$ cat src/rtl/data_mem_resp.sv
`default_nettype none
// ============================================================================
// data_mem_resp : 16-bit word memory with a 4-entry hit tracker; hits complete
//                 in the request cycle, misses after LATENCY cycles.
// Revision      : 1.0
// ============================================================================
module data_mem_resp #(
  parameter int LATENCY         = 4,
  parameter int ADDR_WORDS_LOG2 = 8
) (
  input  logic        clk,
  input  logic        rst,
  input  logic [15:0] Addr,
  input  logic [15:0] DataIn,
  input  logic        Rd,
  input  logic        Wr,
  output logic [15:0] DataOut,
  output logic        Done,
  output logic        Stall,
  output logic        CacheHit,
  output logic        err
);

  localparam int         DEPTH    = 1 << ADDR_WORDS_LOG2;
  localparam logic [3:0] CNT_LOAD = 4'(LATENCY - 2);

  typedef enum logic [1:0] {
    ST_IDLE = 2'd0,
    ST_BUSY = 2'd1,
    ST_DONE = 2'd2
  } state_t;

  state_t      state_q, state_d;
  logic [3:0]  cnt_q, cnt_d;
  logic [3:0]  valid_q;
  logic [12:0] tag_q [4];
  logic [15:0] mem_q [DEPTH];

  logic [1:0]                 idx;
  logic [12:0]                tag;
  logic [ADDR_WORDS_LOG2-1:0] widx;
  logic                       illegal, legal, match;
  logic                       done_c, stall_c, hit_c, err_c, mem_we_c, tag_we_c;
  logic [15:0]                dout_c;

  assign idx     = Addr[2:1];
  assign tag     = Addr[15:3];
  assign widx    = Addr[ADDR_WORDS_LOG2:1];
  assign illegal = (Rd & Wr) | ((Rd | Wr) & Addr[0]);
  assign legal   = (Rd ^ Wr) & ~Addr[0];
  assign match   = valid_q[idx] && (tag_q[idx] == tag);

  always_comb begin
    state_d  = state_q;
    cnt_d    = cnt_q;
    done_c   = 1'b0;
    stall_c  = 1'b0;
    hit_c    = 1'b0;
    err_c    = 1'b0;
    mem_we_c = 1'b0;
    tag_we_c = 1'b0;
    dout_c   = 16'h0000;
    case (state_q)
      ST_IDLE: begin
        if (illegal) begin
          err_c = 1'b1;
        end else if (legal) begin
          if (match) begin
            done_c   = 1'b1;
            hit_c    = 1'b1;
            mem_we_c = Wr;
            if (Rd) dout_c = mem_q[widx];
          end else begin
            stall_c = 1'b1;
            state_d = ST_BUSY;
            cnt_d   = CNT_LOAD;
          end
        end
      end
      ST_BUSY: begin
        stall_c = 1'b1;
        if (cnt_q == 4'd0) state_d = ST_DONE;
        else               cnt_d   = cnt_q - 4'd1;
      end
      ST_DONE: begin
        // Inputs are re-sampled here; a dropped Wr means nothing is committed.
        done_c   = 1'b1;
        tag_we_c = 1'b1;
        mem_we_c = Wr & ~Rd & ~Addr[0];
        if (Rd && !Wr) dout_c = mem_q[widx];
        state_d  = ST_IDLE;
      end
      default: state_d = ST_IDLE;
    endcase
  end

  // Reset must silence the outputs at once, even with a request on the inputs.
  assign Done     = done_c  & ~rst;
  assign Stall    = stall_c & ~rst;
  assign CacheHit = hit_c   & ~rst;
  assign err      = err_c   & ~rst;
  assign DataOut  = rst ? 16'h0000 : dout_c;

  always_ff @(posedge clk or posedge rst) begin
    if (rst) begin
      state_q <= ST_IDLE;
      cnt_q   <= 4'd0;
      valid_q <= 4'b0000;
      for (int i = 0; i < 4; i++) tag_q[i] <= 13'd0;
    end else begin
      state_q <= state_d;
      cnt_q   <= cnt_d;
      if (tag_we_c) begin
        valid_q[idx] <= 1'b1;
        tag_q[idx]   <= tag;
      end
    end
  end

  always_ff @(posedge clk) begin
    if (mem_we_c && !rst) mem_q[widx] <= DataIn;
  end

endmodule
`default_nettype wire

$ cat config.mk
export PLATFORM = sky130hd
export DESIGN_NAME = data_mem_resp
export DESIGN_NICKNAME = d
export VERILOG_FILES = /design/src/rtl/data_mem_resp.sv
export SDC_FILE = /design/constraint.sdc
export NUM_CORES = 2
export LEC_CHECK = 0
export BUFFER_PORTS_ARGS = -buffer_cell sky130_fd_sc_hd__clkbuf_2
export CAP_MARGIN = 10
export CELL_PAD_IN_SITES_DETAIL_PLACEMENT = 1
export CELL_PAD_IN_SITES_GLOBAL_PLACEMENT = 1
export CORE_MARGIN = 4
export CORE_UTILIZATION = 51
export DETAILED_ROUTE_END_ITERATION = 12
export GPL_TIMING_DRIVEN = 0
export PLACE_DENSITY_LB_ADDON = 0.08
export SYNTH_ARGS = -nofsm -noshare
export SYNTH_HDL_FRONTEND = slang
export SYNTH_SLANG_ARGS = --single-unit
$ cat constraint.sdc
create_clock -name clk -period 3.3 [get_ports clk]
set_input_delay 0.495 -clock clk [delete_from_list [all_inputs] [get_ports clk]]
set_output_delay 0.495 -clock clk [all_outputs]
set_load 0.01 [all_outputs]
==> summary.txt <==
Timing
  • Worst setup margin: -1600 ps
  • Rel. slew slack: 9.83%
  • Max-slew violations: 0
  • Fin crit period: 4900 ps
  • FMAX: 0.204 GHz
  • Worst slew pin tran: roughly 1400 ps
  • Worst Skew: between 90 and 100 ps
  • Final Hold Fails: 0
  • Fin Setup TNS: -3008030 ps
  • WHS: roughly 45 ps
  • Final setup violating endpoints: between 4000 and 5000
  • RSZ-0062 raised after global routing: true
  • Share of the cycle needed by the critical path after routing: 148%

Clock tree
  • Clock buffer depth: 4
  • Worst skew pair latency: about 1100 ps
  • CTS tree: built
  • Clk root buf: clkbuf_16
  • Reg clk slew, reported paths: roughly 60 ps
  • CTS H-tree lvls: 5
  • Clock sink total: 4158
  • TritonCTS Buffers: around 430

Synthesis
  • Top_reg_cell synth: edfxtp_1
  • Mux share of post-synthesis cell area: 16.0%
  • Top cells by area, synth: edfxtp_1, mux4_2, mux2i_1, dfrtp_1, nor2_1
  • Simple-gate share of the synthesized area: under 10%
  • Post-synth EDFFs: ~4100
  • Synth Area in Adders: less than 1%
  • Main combinational cell family by area after synthesis: multiplexers
  • Syn Area/Cell: around 21 um2
  • Register area share after synthesis: between 70% and 80%
  • Fraction of registers with async set/reset: 1.49%
  • Synthesized net count: about 7600
  • Post-Syn Area: 161000 um2
  • Largest area contributor in the netlist: edfxtp_1
  • Yosys cell types: 77
  • Synth Area in Compound Gates: ~2.7%
  • Share of the synthesized area in the top cell type: around three quarters
  • Synthesis Warnings: 0
  • Post-Synth XOR/XNOR Area: less than 1%
  • Post-Synthesis Cells: about 7500
  • Seq cells post-synth: 4158

Cells and area
  • Fin util: a little over three fifths
  • Layout fillers: 25200
  • Layout cell share with drive strength beyond 1: between 30% and 40%
  • Multi-input logic area: approximately 38000 um2
  • FF+latch area: roughly 120000 um2
  • P&R area growth vs syn: 23.5%
  • Final Cell Area: between 150000 and 200000 um2
  • Nets: about 9000

Detailed routing
  • First-pass DRT Iterations: 8
  • Drt via density: between 7 and 8
  • DRC viols: 0
  • Antenna-violating nets left: 0
  • Initial DRC Count: about 20000
  • Routed len/inst: between 50 and 60 um
  • Via count: approximately 100000
  • Final WL: just under 800 mm

Flow run
  • Max-Cap Viols: 0

Critical path
  • CP arrival: between 4000 and 5000 ps
  • Critical Path Max Stage Delay: about 920 ps
  • Worst EP required: around 2800 ps
  • Crit path capture type: output port
  • Crit Path Max Fanout: 10
  • CP top delay family: buffers and inverters
  • Crit-path most repeated cell: clkbuf_4
  • CP max-delay cell: a22oi_2
  • CP Cell Sequence: clkbuf_4 > inv_1 > clkbuf_4 > and2_1 > a22oi_2 > o21ai_2 > nor4b_4 > a31oi_4 > buf_6
  • CP Launch Type: input port
  • Critical path buffer and inverter count: 4
  • WS Path Type: in -> out

Floorplan
  • Ports: 56
  • Core Region: 315000 um2
  • Starting Density: 51.2%
  • Rows: roughly 200
  • Die width: approximately 570 um
  • Die height: between 500 and 600 um
  • Die Area: roughly 330000 um2

Global routing
  • First-pass GRT wire length: 993 mm
  • Largest net degree at the start of global routing: 149
  • Vias in the first global route: around 90000
  • Overflow after GRT: 0
  • Initial antenna violation count: 98
  • Gr usage total: roughly half

Placed design
  • GPL Wtd Cong: ~1.1
  • DP HPWL: between 500 and 600 mm
  • IO buf count: 50
  • Placed cell areas: about 170000 um2

Power
  • Sw frac: about a quarter
  • Leakage Power: roughly 65 nW
  • VDD IR-drop max: 0.562 mV
  • Comb power frac: a little under a tenth
  • Clock power share: about two fifths
  • PD cells: around 600 nW/um2
  • Sequential fraction of design power: between 40% and 50%
  • Switch Pwr: 29.2 mW
  • Int Power: approximately 89 mW

Run status
  • Failing checks: setup timing
  • Outcome: complete, but fails checks

Min path
  • Hold/Removal Path Class: in -> reg
-- power groups by stage --
stage	Clock [mW]	Sequential (mW)	Combinational, mW
CTS	48.5	58.5	10.1
global route	50.8	58.5	10.9
floorplan	0	59.6	3.41
detailed placement	0	59.6	8.75
finish	48.7	58.5	11.2
global placement	0	59.9	8.23
-- layout make-up --
cell class,count,share of cell area (%)
antenna,77,0.0966
buffer,422,3.46
clock buffer,495,5.47
clock inverter,288,1.41
inverter,16,0.0339
multi-input combinational,2927,19.1
sequential,4158,62.4
tap,4160,2.61
timing repair buffer,800,5.35
-- final timing paths --
kind | from | to | slack (ps) | cells after the start
max reg2reg | tag_q[37] | mem_q[150][7] | -1260 | 10
max in group asynchronous | rst | tag_q[18] | 2380 | 4
min reg2reg | valid_q[2] | valid_q[2] | 480 | 1
min in group asynchronous | rst | state_q[1] | 300 | 3
min | DataIn[15] | mem_q[112][15] | 40 | 1
max | Addr[3] | DataOut[13] | -1600 | 9
-- logic make-up (layout without fill, tap and decap cells) --
kind of cell	after synthesis	count (layout)
flip-flops	4158	4158
multiplexers	1400	1400
AND/OR/NAND/NOR	879	879
AO/OA/AOI/OAI	628	628
buffers and inverters	444	2021
XOR/XNOR	14	14
adder cells (fa/ha/maj)	6	6
other	0	77
-- per-layer routing --
| metal | track usage, % | routed length (um) | share of wire (%) | vias to the layer above |
|---|---|---|---|---|
| met5 | 0.0882 | 1150 | 0.15 | - |
| met4 | 39.8 | 83800 | 11 | 40 |
| met3 | 22.3 | 124000 | 16 | 2470 |
| met2 | 66.7 | 329000 | 42 | 9485 |
| met1 | 58.4 | 250000 | 32 | 52600 |
| li1 | - | - | - | 34300 |
-- synthesized netlist by cell type (9+ instances only) --
cell,n
nand3_1,82
mux2i_1,353
a221oi_1,73
nor3_1,34
clkbuf_1,126
a22o_1,16
buf_6,31
o211ai_1,31
nand4_1,17
a22oi_1,131
nand2b_1,20
o21ai_0,94
a32oi_1,20
a21oi_1,109
mux2_2,113
and2_1,10
nor2b_1,22
nor2_1,360
o2111ai_1,9
xnor2_1,13
inv_1,13
a31oi_1,34
buf_4,121
nand2_1,269
buf_2,115
mux4_2,934
o22ai_1,31
edfxtp_1,4096
buf_1,27
nor4_1,14
a211oi_1,12
dfrtp_1,62
-- layout by cell type, fill, tap and decap left out, types with 21 or more instances in the layout --
master	n
dfrtp_1	62
buf_12	222
o21ai_0	67
clkinv_1	108
clkbuf_16	431
nand3_2	21
mux2_2	111
nand2_1	227
nand2_2	32
a21oi_1	88
buf_16	209
clkbuf_4	42
a221oi_1	52
clkbuf_8	37
mux2i_4	21
nand3_1	60
a22oi_2	24
edfxtp_1	4096
nor2_4	155
diode_2	77
buf_6	75
mux4_2	934
nor2_1	84
clkinv_2	96
buf_2	27
clkbuf_2	54
a22oi_1	107
nor2_2	121
o211ai_1	31
bufinv_16	43
o22ai_1	26
buf_8	133
clkbuf_1	85
mux2i_1	314
buf_4	382
-- registers in the layout, indices dropped and copies added (netlist names) --
signal and flops:
state_q 2, valid_q 4, tag_q 52, mem_q 4096, cnt_q 4
-- metrics by stage --
stage,std cells,total power [mW],setup WS (ps)
global placement,11700,68.1,-7640
detailed placement,12000,68.4,-4410
CTS,13100,117,-1510
floorplan,7529,63.0,-239
finish,13300,118,-1600
global route,13300,120,-1360
-- what timing repair did --
| item | CTS | global route |
|---|---|---|
| pin swaps | 118 | 72 |
| gates resized for setup | 1387 | 226 |
| setup endpoints to repair | 4171 | 4115 |
| cloned | 5 | 0 |
| endpoints found under the hold margin | 237 | 0 |
| setup buffers | 329 | 153 |
| hold buffers | 17 | 0 |
Note: power is estimated with default switching activity, not from simulation.
